==> src/rtl/exec_pkg.sv <==
// Shared types for the execute-stage issue controller: ALU op codes,
// the buffered instruction format, sequencer states and a width helper.
package exec_pkg;

    typedef enum logic [3:0] {
        ALU_ADD,
        ALU_SUB,
        ALU_AND,
        ALU_OR,
        ALU_XOR,
        ALU_SLL,
        ALU_SRL,
        ALU_SLT
    } ALU_OP_CODE;

    typedef struct packed {
        ALU_OP_CODE  op_code;
        logic [31:0] input_A;
        logic [31:0] input_B;
        logic        reg_out;
        logic [4:0]  reg_addr;
        logic        mem_out;
        logic [31:0] mem_addr;
        logic        pc_jump;
    } exec_instr_t;

    typedef enum logic [1:0] {
        IDLE,
        ISSUE,
        WAIT,
        ERROR
    } exec_state_t;

    // Bits needed to hold any value in 0..max_val.
    function automatic int unsigned cnt_w(input int unsigned max_val);
        return (max_val < 2) ? 1 : $clog2(max_val + 1);
    endfunction

endpackage

==> src/rtl/exec_instr_fifo.sv <==
// Small instruction FIFO with push/pop/flush; also exposes the head that
// will be visible after the current edge so the issuer can preload it.
module exec_instr_fifo
    import exec_pkg::*;
#(
    parameter int unsigned DEPTH = 2
) (
    input  logic                     clk,
    input  logic                     rst_n,
    input  logic                     push,
    input  exec_instr_t              push_data,
    input  logic                     pop,
    input  logic                     flush,
    output exec_instr_t              head,
    output exec_instr_t              head_next,
    output logic [cnt_w(DEPTH)-1:0]  count,
    output logic                     full,
    output logic                     empty,
    output logic                     empty_next
);

    localparam int unsigned PW = $clog2(DEPTH);
    localparam int unsigned CW = cnt_w(DEPTH);

    exec_instr_t   mem [DEPTH];
    logic [PW-1:0] rd_ptr;
    logic [PW-1:0] wr_ptr;
    logic [PW-1:0] rd_ptr_inc;
    logic [CW-1:0] count_next;
    logic          do_push;
    logic          do_pop;

    assign full       = (count == CW'(DEPTH));
    assign empty      = (count == '0);
    assign do_pop     = pop && !empty;
    assign do_push    = push && !flush && !full;
    assign rd_ptr_inc = rd_ptr + PW'(1);
    assign head       = empty ? '0 : mem[rd_ptr];
    assign empty_next = (count_next == '0);

    always_comb begin
        count_next = count;
        head_next  = '0;
        if (flush) begin
            count_next = '0;
        end else begin
            count_next = count + CW'(do_push) - CW'(do_pop);
            // After a pop the new head is the second entry, or the word
            // being written this cycle when only one entry was held.
            if (do_pop) begin
                if (count > CW'(1))
                    head_next = mem[rd_ptr_inc];
                else if (do_push)
                    head_next = push_data;
            end else if (!empty) begin
                head_next = head;
            end else if (do_push) begin
                head_next = push_data;
            end
        end
    end

    always_ff @(posedge clk or negedge rst_n) begin
        if (!rst_n) begin
            rd_ptr <= '0;
            wr_ptr <= '0;
            count  <= '0;
        end else begin
            count <= count_next;
            if (flush) begin
                rd_ptr <= wr_ptr;
            end else begin
                if (do_pop)
                    rd_ptr <= rd_ptr_inc;
                if (do_push)
                    wr_ptr <= wr_ptr + PW'(1);
            end
        end
    end

    always_ff @(posedge clk) begin
        if (do_push)
            mem[wr_ptr] <= push_data;
    end

endmodule

==> src/rtl/exec_sequencer.sv <==
// Issue controller between decode and the ALU: buffers instructions, issues
// one at a time, flushes younger entries on a completed jump, flags hangs.
module exec_sequencer
    import exec_pkg::*;
#(
    parameter int unsigned DEPTH          = 2,
    parameter int unsigned TIMEOUT_CYCLES = 64,
    parameter int unsigned CNT_W          = 16
) (
    input  logic              clk,
    input  logic              reset,
    input  logic              dec_valid,
    output logic              dec_ready,
    input  exec_instr_t       dec_instr,
    output ALU_OP_CODE        alu_op_code,
    output logic [31:0]       alu_input_A,
    output logic [31:0]       alu_input_B,
    output logic              alu_reg_out,
    output logic [4:0]        alu_reg_addr,
    output logic              alu_mem_out,
    output logic [31:0]       alu_mem_addr,
    output logic              alu_pc_jump,
    output logic              alu_inputs_valid,
    input  logic              alu_done,
    output logic              busy,
    output logic [CNT_W-1:0]  issued_count,
    output logic [CNT_W-1:0]  flushed_count,
    output logic              timeout_err
);

    localparam int unsigned FCW = cnt_w(DEPTH);
    localparam int unsigned TW  = cnt_w(TIMEOUT_CYCLES);

    exec_state_t     state;
    exec_state_t     state_next;
    exec_instr_t     head;
    exec_instr_t     head_next;
    exec_instr_t     alu_q;
    logic [FCW-1:0]  fifo_count;
    logic            full;
    logic            empty;
    logic            empty_next;
    logic [TW-1:0]   wait_cnt;
    logic            head_loaded;
    logic            done_now;
    logic            flush_now;
    logic            push;

    assign done_now  = (state == WAIT) && alu_done;
    assign flush_now = done_now && head.pc_jump;
    assign dec_ready = !full && !flush_now && (state != ERROR);
    assign push      = dec_valid && dec_ready;

    exec_instr_fifo #(.DEPTH(DEPTH)) u_fifo (
        .clk        (clk),
        .rst_n      (reset),
        .push       (push),
        .push_data  (dec_instr),
        .pop        (done_now),
        .flush      (flush_now),
        .head       (head),
        .head_next  (head_next),
        .count      (fifo_count),
        .full       (full),
        .empty      (empty),
        .empty_next (empty_next)
    );

    always_ff @(posedge clk or negedge reset) begin
        if (!reset)
            state <= IDLE;
        else
            state <= state_next;
    end

    always_comb begin
        state_next = state;
        case (state)
            IDLE:    if (head_loaded) state_next = ISSUE;
            ISSUE:   state_next = WAIT;
            WAIT: begin
                if (alu_done)
                    state_next = empty_next ? IDLE : ISSUE;
                else if (wait_cnt == TW'(TIMEOUT_CYCLES - 1))
                    state_next = ERROR;
            end
            ERROR:   state_next = ERROR;
            default: state_next = IDLE;
        endcase
    end

    // In IDLE the head is first captured into the ALU register, and the
    // issue waits one cycle for that capture to be visible.
    always_ff @(posedge clk or negedge reset) begin
        if (!reset) begin
            alu_q         <= '0;
            head_loaded   <= 1'b0;
            wait_cnt      <= '0;
            issued_count  <= '0;
            flushed_count <= '0;
        end else begin
            head_loaded <= (state == IDLE) && !empty;
            if (state == ISSUE)
                wait_cnt <= '0;
            else if (state == WAIT)
                wait_cnt <= wait_cnt + TW'(1);
            if (done_now)
                alu_q <= head_next;
            else if (state == IDLE)
                alu_q <= head;
            if (done_now)
                issued_count <= issued_count + CNT_W'(1);
            if (flush_now)
                flushed_count <= flushed_count + CNT_W'(fifo_count - FCW'(1));
        end
    end

    assign alu_inputs_valid = (state == ISSUE);
    assign timeout_err      = (state == ERROR);
    assign busy             = (state != IDLE) || !empty;

    assign alu_op_code  = alu_q.op_code;
    assign alu_input_A  = alu_q.input_A;
    assign alu_input_B  = alu_q.input_B;
    assign alu_reg_out  = alu_q.reg_out;
    assign alu_reg_addr = alu_q.reg_addr;
    assign alu_mem_out  = alu_q.mem_out;
    assign alu_mem_addr = alu_q.mem_addr;
    assign alu_pc_jump  = alu_q.pc_jump;

endmodule
==> config.mk <==
export PLATFORM = sky130hd
export DESIGN_NAME = exec_sequencer
export DESIGN_NICKNAME = d
export VERILOG_FILES = /design/src/rtl/exec_pkg.sv /design/src/rtl/exec_instr_fifo.sv /design/src/rtl/exec_sequencer.sv
export SDC_FILE = /design/constraint.sdc
export NUM_CORES = 1
export LEC_CHECK = 0
export CAP_MARGIN = 15
export CORE_AREA = 2 2 293 222
export CTS_CLUSTER_SIZE = 40
export DETAILED_ROUTE_END_ITERATION = 6
export DIE_AREA = 0 0 295 224
export PLACE_DENSITY = 0.58
export SYNTH_ARGS = -nofsm -noshare
export SYNTH_HDL_FRONTEND = slang
export SYNTH_SLANG_ARGS = --single-unit
==> constraint.sdc <==
create_clock -name clk -period 15 [get_ports clk]
set_clock_uncertainty 0.2 [all_clocks]
set_input_delay 3 -clock clk [delete_from_list [all_inputs] [get_ports clk]]
set_output_delay 3 -clock clk [all_outputs]
set_load 0.01 [all_outputs]
# --- Word-level counts from Yosys, hierarchy flattened ---
# Memory sizes are Yosys's and may differ from the RTL's.
# Index checks and enable logic that the tools add are counted.
totals:
  ramBits: 216
  out_inout_bits: 144
  in_bits: 112
  mem_bits_ro: 0
  mem_count: 1
  reg_bits: 154
  latchBits: 0
classes:
  n_eq_ne: 8
  addsub: 8
  n_mux: 20
  n_bitwise: 1
  n_div: 0
  n_reduce_logical: 22
  shifts: 0
  mul: 0
  magnitude_cmp: 1
memory_table:
  columns: ["name", "depth", "width", "read_ports", "rd_clocked_by_memory_dff", "write_ports", "line", "rtl"]
  rows:
  - ["u_fifo.mem", 2, 108, 2, 0, 1, "exec_instr_fifo.sv:25", "exec_instr_t mem [DEPTH];"]
ops:
  columns: ["operator", "n"]
  rows:
  - ["2-to-1 mux 108 bit", 8]
  - ["adder 16 x 1 -> 16 bit, second input constant", 1]
  - ["adder 16 bit", 1]
  - ["2-to-1 mux 7 bit", 2]
  - ["logical AND 1 bit", 9]
  - ["2-to-1 mux 2 bit", 4]
  - ["one-hot mux 2 bit (4 select lines)", 1]
  - ["nonzero test 2 bit", 4]
  - ["adder 7 x 1 -> 7 bit, second input constant", 1]
  - ["== test 7 x 6 -> 1 bit, second input constant", 1]
  - ["== test 2 bit, second input constant", 3]
  - ["zero test 2 bit", 3]
  - ["2-to-1 mux 1 bit", 5]
  - ["inequality test 2 bit, second input constant", 2]
  - ["AND reduction 2 bit", 2]
  - ["zero test 1 bit", 3]
  - ["inequality test 3 x 2 -> 1 bit, second input constant", 1]
  - ["subtractor 2 x 1 -> 3 bit, second input constant", 1]
  - ["adder 1 bit, second input constant", 2]
  - ["adder 2 x 1 -> 2 bit", 1]
  - ["== test 2 x 1 -> 1 bit, second input constant", 1]
  - ["> comparator 2 x 1 -> 1 bit, second input constant", 1]
  - ["subtractor 2 x 1 -> 2 bit", 1]
  - ["logical OR 1 bit", 1]
  - ["NOT 1 bit", 1]

# --- Longest topological paths before layout ---
# Gate-level depths: netlist (run 1).
logic_depth:
  word_depth: 16
  mapped_depth: 14
  depth_no_buf: 12

# --- By module ---
# From an unflattened synthesis (run 1), not the netlist that was laid out.
unflattened:
  cells_unflattened: 2029
  area_unflattened_um2: 21005.1
by_module_without_submodules:
  columns: ["mod", "instances", "area_per_inst_um2", "cells_per_inst", "seq_area_each_um2"]
  rows:
  - ["exec_instr_fifo", 1, 13306.5, 1240, 6586.3]
  - ["exec_sequencer", 1, 7698.6, 789, 3753.6]

# --- Least setup slack after synthesis (run 1) ---
# Ideal clock, no wire load.
synth_timing:
  path_type: "in2reg"
  start: "input alu_done"
  end: "memory u_fifo.mem[0][0] in the netlist's numbering, enable pin"
  t_required_ps: 14093
  path_stages: 4
  arrival_ps: 10802
  slack_ps: 3291
  path_cell_list: "nand3b_4 -> nor2_2 -> clkbuf_1 -> nor3_1"
synth_between:
  elab_chain_len: 10
synth_rtl:
  columns: ["element", "line", "rtl"]
  rows:
  - ["from (decl)", "exec_sequencer.sv:24", "input logic alu_done,"]
  - ["logical AND 1 bit *", "exec_sequencer.sv:49", "assign done_now = (state == WAIT) && alu_done;"]
  - ["logical AND 1 bit *", "exec_sequencer.sv:50", "assign flush_now = done_now && head.pc_jump;"]
  - ["zero test 1 bit *", "exec_instr_fifo.sv:36, exec_sequencer.sv:51", null]
  - ["logical AND 1 bit (2 in series)", "exec_sequencer.sv:51", "assign dec_ready = !full && !flush_now && (state != ERROR);"]
  - ["logical AND 1 bit", "exec_sequencer.sv:52", "assign push = dec_valid && dec_ready;"]
  - ["logical AND 1 bit * (2 in series)", "exec_instr_fifo.sv:36", "assign do_push = push && !flush && !full;"]
  - ["2-to-1 mux 1 bit *", "exec_instr_fifo.sv:82", "if (do_push)"]
  - ["2-to-1 mux 1 bit (not written as such) *", "exec_instr_fifo.sv:83", "mem[wr_ptr] <= push_data;"]
  - ["to (decl)", "exec_instr_fifo.sv:25", null]
# Every way passes the cells marked *; elsewhere a longest branch is shown, timed or not.

# --- Worst setup path after layout (run 1) ---
layout_timing:
  start: "input alu_done"
  end: "output dec_ready"
layout_between:
  elab_chain_len: 5
layout_rtl:
  columns: ["element", "line", "rtl"]
  rows:
  - ["logical AND 1 bit", "exec_sequencer.sv:49", null]
  - ["logical AND 1 bit", "exec_sequencer.sv:50", null]
  - ["zero test 1 bit", "exec_sequencer.sv:51", null]
  - ["logical AND 1 bit (2 in series)", "exec_sequencer.sv:51", null]
  - ["to (decl)", "exec_sequencer.sv:13", "output logic dec_ready,"]
# Every way passes these cells.

==> run_results.csv, run 1 <==
group,metric,value,unit
critical_path,r2r-start,"u_fifo.count[1]",
critical_path,cp-end-kind,"primary output",
synthesis,yosys.area.top_type,"edfxtp_1",
layout,layout.cells.non_filler,2783,
global_route,grtUsageMet1,23.37,%
floorplan,fp.dieW,295,microns
min_path,hp-class,"reg2reg",
critical_path,critPathRequiredTime,11800,ps
sta,hold_viol,0,
sta,setup_ws,6381,ps
synthesis,yosys.area.top_type_share,34.45,%
clock_network,cts-root-buf,"clkbuf_16",
drt,drtIter0Drc,1141,
sta,min_period,8619,ps
critical_path,cp_max_fo,27,
critical_path,rrSetupSlack,10090,ps
clock_network,clkSinkCount,370,
sta,setup_viol,0,
flow_run,drv_cap,0,
clock_network,cts_hold_buf,0,
sta,finalSetupTns,0,ps
clock_network,clk_latency,570,ps
synthesis,synth.yosys.seq_area_share,54.92,%
global_route,grt_pass1_wl,86.54,mm
synthesis,syn_area,18830,sq um
synthesis,netlist_top_cells_count,"a21oi_1, edfxtp_1, mux2i_1, dfrtp_1, nand2_1",
synthesis,synth_edf_count,216,
layout,fillers,6086,
drt,vias,14580,
min_path,holdPathStages,2,
synthesis,syn_nets,1838,
global_route,grt_use_met2,26.50,%
critical_path,cp_slowest_stage_delay,660,ps
pwr,p_leak,8.682,nW
drt,drc,0,
global_route,use_met3,3.780,%
synthesis,synthCells,1698,
layout,multi_input_area,7950,sq um
drt,drt-total-wl,57.23,mm
global_route,overflow,0,
drt,first_pass_iters,6,
drt,wl_per_cell,20.56,microns
critical_path,path_cells,"clkdlybuf4s50_1 > nand3b_4 > nor2_2 > nor3_1 > clkdlybuf4s50_1",
synthesis,yosys_warnings,0,
global_route,antenna_found_initial,5,
sta,finalCritPeriodShare,57.46,%
sta,max-slew-margin-rel,19.98,%
drt,postRouteAntennaNets,0,
min_path,worstHoldStart,"alu_mem_addr[10]",
global_route,grt_max_degree,91,
clock_network,cts_tree,"built",
synthesis,ys_types,59,
clock_network,numCtsBuffers,43,
floorplan,die_height,224,microns
synthesis,yosysMostFrequentCell,"a21oi_1",
clock_network,cts_buffer_depth,3,
synthesis,synthTopCellsByArea,"edfxtp_1, dfrtp_1, mux2i_1, a21oi_1, o21ai_0",
pwr,total_power,5.056,mW
outcome,status,"finished, final reports clean",
critical_path,slowest_stage,"nor2_2",
global_route,grt_pass1_vias,14510,
place,dp.cells,2705,
floorplan,coreArea,63160,sq um
layout,regArea,10340,sq um
pwr,power_density,214.8,nW/um^2
place,place.gp.congestion,0.7679,
pwr,irDropWorstVdd,113.4,uV
critical_path,crit_start,"alu_done",
critical_path,start_kind,"primary input",
critical_path,critPathMostFrequentCell,"clkdlybuf4s50_1",
sta,grt_setup_unrepaired,"no",
place,pre_cts_slack,6406,ps
clock_network,cts_resized,0,
synthesis,synth_seq_cells,370,
place,port_buffers,255,
critical_path,crit_family,"simple AND/OR/NAND/NOR gates",
synthesis,syn_avg_cell_area,11.09,sq um
sta,whs,277.2,ps
global_route,grt_use_total,16.84,%
critical_path,critPathBufInv,2,
critical_path,critPathArrivalTime,5420,ps
clock_network,cts_setup_buffers,0,
layout,post_route_cells_drive_above_1_share,8.433,%
critical_path,rr_worst_depth,6,
sta,max_freq,0.1160,GHz
place,dp.final_hpwl,32.87,mm
floorplan,die_area,66080,sq um
sta,tightestPinTransition,1195,ps
global_route,top_usage_layer,"met2",
critical_path,cp.depth,5,
drt,viasPerCell,5.240,
sta,slew_violations,0,
floorplan,num_io_pins,256,
layout,nNetsFinal,2029,
clock_network,path_clk_slew,60,ps
synthesis,synthFlopType,"edfxtp_1",
floorplan,start_util,29.81,%
critical_path,critPathKind,"in2out",
synthesis,async_flop_share,41.62,%
layout,synthToLayoutAreaGrowth,25.03,%
floorplan,fp-row-count,80,
clock_network,h-tree-depth,2,
[kinds of logic (layout without fill, tap and decap cells)]
family	after synthesis	after routing	synth area share, %
adders and majority gates	28	28	1.901
and+or+nand+nor	294	294	7.097
xor gates and xnor gates	32	32	1.489
other	0	1	0
AOI/OAI and AO/OA	620	620	20.10
DFF	370	370	54.92
buffers and inverters	150	373	3.276
muxes	204	204	11.22
[placed cells by master (no fill, tap or decap), types with 4 or more instances in the layout]
master,instances
xor2_1,10
clkinv_2,6
clkbuf_8,4
nor2_1,70
o31ai_2,7
mux2i_1,156
ha_1,25
a211oi_1,17
nor3_1,5
o21a_1,7
a31oi_1,5
nand3_1,9
nand2_1,135
o31ai_1,55
o32a_1,15
o22ai_1,25
nor2b_1,39
edfxtp_1,216
and3_1,5
mux2_2,47
o221ai_1,5
o211ai_1,11
dfrtp_1,153
clkbuf_16,43
clkbuf_1,14
o22a_1,59
xnor2_1,22
o21ai_0,122
inv_1,16
clkdlybuf4s50_1,254
a21oi_1,276
nand4_1,4
bufinv_16,4
buf_4,24
[area by class of cell]
type | instances | share of cell area [%]
Antenna cell | 1 | 0.01063
Sequential cell | 370 | 43.94
Multi-Input combinational cell | 1178 | 33.77
Clock inverter | 17 | 0.8345
Clock buffer | 60 | 4.970
Tap cell | 861 | 4.576
Inverter | 17 | 0.2711
Timing Repair Buffer | 279 | 11.62
[tightest hold or removal path, stage by stage (launching register included)]
cell,delay (ps)
dfrtp_1,340
nand2_1,50
o31ai_1,60
[path summary, 6_finish.rpt]
| check | to |
|---|---|
| hold reg to reg | alu_mem_addr[10] |
| setup reg to reg | u_fifo.mem[1][39] |
| setup / recovery | dec_ready |
| max in group asynchronous | u_fifo.rd_ptr |
| min in group asynchronous | issued_count[11] |
| hold / removal | alu_mem_addr[10] |
[through the flow]
| step | cell area, sq um | utilization (%) |
|---|---|---|
| final | 23540 | 37.27 |
| after detailed placement | 22170 | 35.10 |
| after floorplan | 18830 | - |
| after global placement | 22170 | 35.10 |
| after global routing | 23540 | 37.27 |
| after CTS | 23540 | 37.27 |
[power breakdown]
| group | switching [mW] | internal (mW) | total, mW |
|---|---|---|---|
| sequential | 0.206 | 1.41 | 1.62 |
| combinational | 1.39 | 0.997 | 2.39 |
| clock | 0.435 | 0.614 | 1.05 |
[registers in the layout (all words and copies together), names as in the netlist]
name / flops
alu_reg_addr: 5
head_loaded: 1
alu_input_A: 32
alu_mem_out: 1
u_fifo.count: 2
alu_pc_jump: 1
alu_input_B: 32
u_fifo.wr_ptr: 1
alu_op_code: 4
wait_cnt: 7
alu_reg_out: 1
flushed_count: 16
alu_mem_addr: 32
u_fifo.rd_ptr: 1
state: 2
u_fifo.mem: 216
issued_count: 16
[per-layer routing]
layer / share of wire [%] / up-vias
li1: - / 6772
met1: 45 / 7188
met2: 45 / 519
met3: 7.7 / 94
met4: 1.9 / 10
met5: 0.10 / -
Power figures use the tool's default switching activity.
==> run 2, diff against run 1 <==
--- a/config.mk
+++ b/config.mk
@@ -10,7 +10,7 @@
 export CTS_CLUSTER_SIZE = 40
 export DETAILED_ROUTE_END_ITERATION = 6
 export DIE_AREA = 0 0 295 224
-export PLACE_DENSITY = 0.58
+export PLACE_DENSITY = 0.59
 export SYNTH_ARGS = -nofsm -noshare
 export SYNTH_HDL_FRONTEND = slang
 export SYNTH_SLANG_ARGS = --single-unit
==> constraint.sdc (replaced) <==
create_clock -name clk -period 6.92 [get_ports clk]
set_clock_uncertainty 0.2 [all_clocks]
set_input_delay 1.384 -clock clk [delete_from_list [all_inputs] [get_ports clk]]
set_output_delay 1.384 -clock clk [all_outputs]
set_load 0.01 [all_outputs]
==> run 2 against run 1 <==
  * Die area is the same
  * Hold slack gained 2.8 ps
  * Clock power is 120% higher
  * Critical path depth rose by 1
  * Core utilization up 0.10 points
  * First-iteration DRC count down 9.9%
  * Count of clock-buffer cells in the layout unchanged
  * Sequential share of layout area decreased by 0.12 points
  * Worst setup slack worse by 4400 ps
  * Sequential cell count did not move
==> run_results.csv, run 2 (synthesis gave the netlist of run 1 again) <==
group,metric,value,unit
outcome,status,"finished, final reports clean",
floorplan,die_height,224,microns
sta,grt_setup_unrepaired,"no",
global_route,grt_max_degree,104,
clock_network,cts-root-buf,"clkbuf_16",
drt,drtIter0Drc,1028,
sta,slew_violations,0,
layout,synthToLayoutAreaGrowth,25.38,%
global_route,grt_use_total,16.79,%
min_path,holdPathStages,2,
sta,max_freq,0.2006,GHz
floorplan,die_area,66080,sq um
place,placed_area,22220,sq um
layout,fin_area,23610,sq um
floorplan,start_util,29.81,%
global_route,antenna_found_initial,3,
clock_network,numCtsBuffers,42,
critical_path,slowest_stage,"clkdlybuf4s50_1",
critical_path,cp_max_fo,27,
critical_path,path_cells,"clkdlybuf4s50_1 > nand3b_4 > nor2_2 > buf_4 > nor3_1 > clkdlybuf4s50_1",
layout,multi_input_area,7956,sq um
drt,wl_per_cell,20.51,microns
drt,postRouteAntennaNets,0,
sta,hold_viol,0,
pwr,power_density,466.0,nW/um^2
place,dp.final_hpwl,33.33,mm
layout,regArea,10340,sq um
critical_path,rr_worst_depth,8,
drt,drc,0,
drt,vias,14570,
floorplan,fp.dieW,295,microns
clock_network,cts_setup_buffers,0,
layout,final_common_cell,"a21oi_1",
drt,viasPerCell,5.236,
critical_path,start_kind,"primary input",
pwr,irDropWorstVdd,220.7,uV
min_path,hp-class,"reg2reg",
layout,post_route_cells_drive_above_1_share,8.537,%
floorplan,num_io_pins,256,
pwr,p_leak,8.710,nW
layout,regMostFlops,"u_fifo.mem",
place,port_buffers,255,
layout,fillers,6127,
clock_network,cts_tree,"built",
clock_network,clk_latency,570,ps
floorplan,coreArea,63160,sq um
clock_network,clkSinkCount,370,
layout,final_cell_mix,"a21oi_1, clkdlybuf4s50_1, edfxtp_1",
critical_path,critPathMostFrequentCell,"clkdlybuf4s50_1",
sta,min_period,4985,ps
sta,tightestPinTransition,1169,ps
critical_path,critPathRequiredTime,5340,ps
critical_path,cp_slowest_stage_delay,580,ps
drt,drt-total-wl,57.08,mm
critical_path,critPathKind,"in2out",
floorplan,fp-row-count,80,
flow_run,drv_cap,0,
sta,max-slew-margin-rel,22.03,%
critical_path,cp-end-kind,"primary output",
layout,nNetsFinal,2030,
clock_network,path_clk_slew,60,ps
layout,largest_register_ffs,216,
clock_network,cts_resized,0,
global_route,overflow,0,
sta,finalSetupTns,0,ps
sta,setup_viol,0,
clock_network,cts_hold_buf,0,
clock_network,cts_buffer_depth,3,
critical_path,critPathArrivalTime,3400,ps
global_route,grt_pass1_wl,86.60,mm
drt,first_pass_iters,7,
sta,finalCritPeriodShare,72.04,%
global_route,grt_pass1_vias,14500,
place,place.gp.congestion,0.7588,
clock_network,h-tree-depth,2,
## run 2: cell count changes in the layout (fill, tap and decap cells not counted)
cell / change
nor3_4: +1
clkinv_2: -1
clkinv_1: +1
buf_12: +2
clkbuf_1: -3
clkbuf_8: +2
inv_6: -1
clkinv_4: -1
nor3_2: -1
buf_4: -2
buf_8: +1
buf_6: +2
## run 2: per-layer routing
layer	wire, microns	track usage, %	vias up
met1	26200	23.47	7321
met2	26580	26.66	404
met3	3486	3.344	77
met5	22	0	-
met4	793	4.016	4
li1	-	-	6765
## run 2: stage by stage
stage          worst slack, ps  total power [mW]  cells  hold WS, ps  utilization [%]
2_1_floorplan            194.0             6.934   1698        292.6                -
4_1_cts                   1907             11.12   2781        284.3            37.35
3_3_place_gp              1940             8.648   2705        260.0            35.15
3_5_place_dp              1904             8.773   2706        270.9            35.17
5_1_grt                   1831             11.74   2783        297.0            37.38
6_report                  1935             11.00   2783        279.9            37.38
## run 2: final timing paths
kind | from | endpoint | slack (ps)
setup / recovery | alu_done | dec_ready | 1940
hold / removal | alu_mem_addr[8] | alu_mem_addr[8] | 280
setup reg to reg | u_fifo.count[0] | alu_input_A[20] | 2790
hold reg to reg | alu_mem_addr[8] | alu_mem_addr[8] | 280
max in group asynchronous | reset | u_fifo.rd_ptr | 4480
min in group asynchronous | reset | alu_input_A[8] | 590
## run 2: cell type report
type	count	area share, %
Inverter	17	0.2703
Multi-Input combinational cell	1178	33.70
Tap cell	861	4.564
Timing Repair Buffer	281	11.80
Antenna cell	1	0.01060
Sequential cell	370	43.82
Clock buffer	60	5.083
Clock inverter	15	0.7526
## run 2: power breakdown
group / switching [mW] / total, mW / internal [mW]
logic: 3.02 / 5.21 / 2.19
clock network: 0.926 / 2.28 / 1.35
registers: 0.453 / 3.51 / 3.06
total: 4.40 / 11.0 / 6.60
## run 2: worst max-delay path: cells and delay by family
kind                   cells  cell delay (ps)
buffers and inverters      3             1320
AND/OR/NAND/NOR            3              680
==> run 3, diff against run 2 <==
--- a/config.mk
+++ b/config.mk
@@ -10,7 +10,7 @@
 export CTS_CLUSTER_SIZE = 40
 export DETAILED_ROUTE_END_ITERATION = 6
 export DIE_AREA = 0 0 295 224
-export PLACE_DENSITY = 0.59
+export PLACE_DENSITY = 0.58
 export SYNTH_ARGS = -nofsm -noshare
 export SYNTH_HDL_FRONTEND = slang
 export SYNTH_SLANG_ARGS = --single-unit
==> constraint.sdc (replaced) <==
create_clock -name clk -period 5.1 [get_ports clk]
set_clock_uncertainty 0.2 [all_clocks]
set_input_delay 1.02 -clock clk [delete_from_list [all_inputs] [get_ports clk]]
set_output_delay 1.02 -clock clk [all_outputs]
set_load 0.01 [all_outputs]
==> run 3 against run 2 <==
  * Cell area rose by 0.30%
  * Largest power group unchanged
  * Combinational power rose by 38%
  * Critical path type is now reg2out
  * Global-route usage barely moved
  * First-iteration DRC count rose by 0.68%
  * Clock power rose by 31%
  * Non-clock buffer count rose by 6
==> run_results.csv, run 3 (synthesis gave the netlist of run 1 again) <==
group,metric,value,unit
sta,max_freq,0.2320,GHz
global_route,grt_pass1_vias,14630,
global_route,grt_max_degree,139,
place,placed_area,22310,sq um
place,dp.cells,2711,
layout,largest_register_ffs,216,
critical_path,cp_max_fo,28,
pwr,p_leak,8.732,nW
min_path,hp-class,"reg2reg",
sta,max-slew-margin-rel,25.20,%
clock_network,path_clk_slew,60,ps
layout,final_cell_mix,"a21oi_1, clkdlybuf4s50_1, edfxtp_1",
place,pre_cts_slack,912.7,ps
layout,fillers,6097,
floorplan,fp.dieW,295,microns
drt,vias,14600,
sta,finalCritPeriodShare,84.52,%
layout,fin_area,23680,sq um
clock_network,cts_hold_buf,0,
global_route,antenna_found_initial,8,
sta,tightestPinTransition,1119,ps
critical_path,cp-end-kind,"primary output",
drt,wl_per_cell,20.35,microns
pwr,pwr-share-clk,20.1,%
layout,multi_input_area,7955,sq um
sta,min_period,4310,ps
clock_network,numCtsBuffers,42,
pwr,p_int,8.906,mW
clock_network,clk_latency,570,ps
global_route,overflow,0,
pwr,irDropWorstVdd,400.4,uV
clock_network,cts_resized,0,
pwr,p_sw,5.993,mW
layout,layout.cells.non_filler,2791,
flow_run,drv_cap,0,
sta,setup_ws,789.5,ps
sta,grt_setup_unrepaired,"no",
critical_path,start_kind,"register",
sta,hold_viol,0,
clock_network,cts_tree,"built",
drt,postRouteAntennaNets,0,
layout,nNetsFinal,2036,
pwr,combPwrFrac,48.2,%
place,port_buffers,255,
sta,whs,268.1,ps
floorplan,coreArea,63160,sq um
layout,regMostFlops,"u_fifo.mem",
critical_path,critPathArrivalTime,3090,ps
drt,viasPerCell,5.231,
floorplan,start_util,29.81,%
floorplan,num_io_pins,256,
clock_network,cts_setup_buffers,0,
sta,setup_viol,0,
drt,first_pass_iters,5,
pwr,p_sw_share,40.22,%
floorplan,die_height,224,microns
pwr,power_density,629.2,nW/um^2
layout,post_route_cells_drive_above_1_share,8.917,%
layout,synthToLayoutAreaGrowth,25.76,%
clock_network,clkSinkCount,370,
sta,slew_violations,0,
pwr,pwr-share-seq,31.7,%
floorplan,fp-row-count,80,
sta,finalSetupTns,0,ps
place,place.gp.congestion,0.8086,
drt,drt-total-wl,56.79,mm
critical_path,critPathRequiredTime,3880,ps
layout,regArea,10340,sq um
clock_network,cts-root-buf,"clkbuf_16",
outcome,status,"finished, final reports clean",
global_route,grt_pass1_wl,86.54,mm
floorplan,die_area,66080,sq um
clock_network,cts_buffer_depth,3,
critical_path,critPathKind,"reg2out",
drt,drc,0,
global_route,grt_use_total,16.75,%
drt,drtIter0Drc,1035,
place,dp.final_hpwl,32.63,mm
layout,final_common_cell,"a21oi_1",
clock_network,h-tree-depth,2,
-- run 3: final cells by class --
type	instances	area share, %
diodes	1	0.01057
clock buffers	60	4.983
clock inverters	17	0.6183
inverters	17	0.2695
multi-input cells	1178	33.60
flip-flops and latches	370	43.69
well taps	861	4.550
repair buffers	287	12.29
-- run 3: routing by layer --
metal,up-vias,part of all wire [%],GRT usage (%)
met2,451,45,26.36
li1,6781,-,-
met3,85,6.4,3.681
met4,16,1.7,4.361
met5,-,0.16,0
met1,7267,46,23.25
-- run 3: through the flow --
stage / total power, mW / util [%]
floorplan: 9.382 / -
global placement: 11.79 / 35.32
detailed placement: 11.93 / 35.32
CTS: 15.01 / 37.42
global route: 15.89 / 37.48
finish: 14.90 / 37.49
-- run 3: path summary, 6_finish.rpt --
path	to	slack (ps)	cells past startpoint	start
max	dec_ready	790	6	u_fifo.count[0]
min	flushed_count[15]	270	1	flushed_count[15]
max reg2reg	flushed_count[10]	1620	9	u_fifo.count[0]
min reg2reg	flushed_count[15]	270	1	flushed_count[15]
max in group asynchronous	alu_input_B[22]	3410	2	reset
min in group asynchronous	issued_count[15]	300	1	reset
-- run 3: power by group through the flow --
stage               Clock (mW)  Sequential, mW  Combinational [mW]
floorplan                    0            4.75                4.63
global placement             0            4.73                7.05
detailed placement           0            4.77                7.16
CTS                       3.09            4.73                7.19
global route              3.20            4.83                7.86
finish                    2.99            4.73                7.18
-- run 3: worst max-delay path, stage by stage, from the launching register on --
cell             delay (ps)
dfrtp_1                 390
inv_1                   210
ha_4                    470
nand3b_4                470
nor2_2                   90
nor3_1                  290
clkdlybuf4s50_1         600
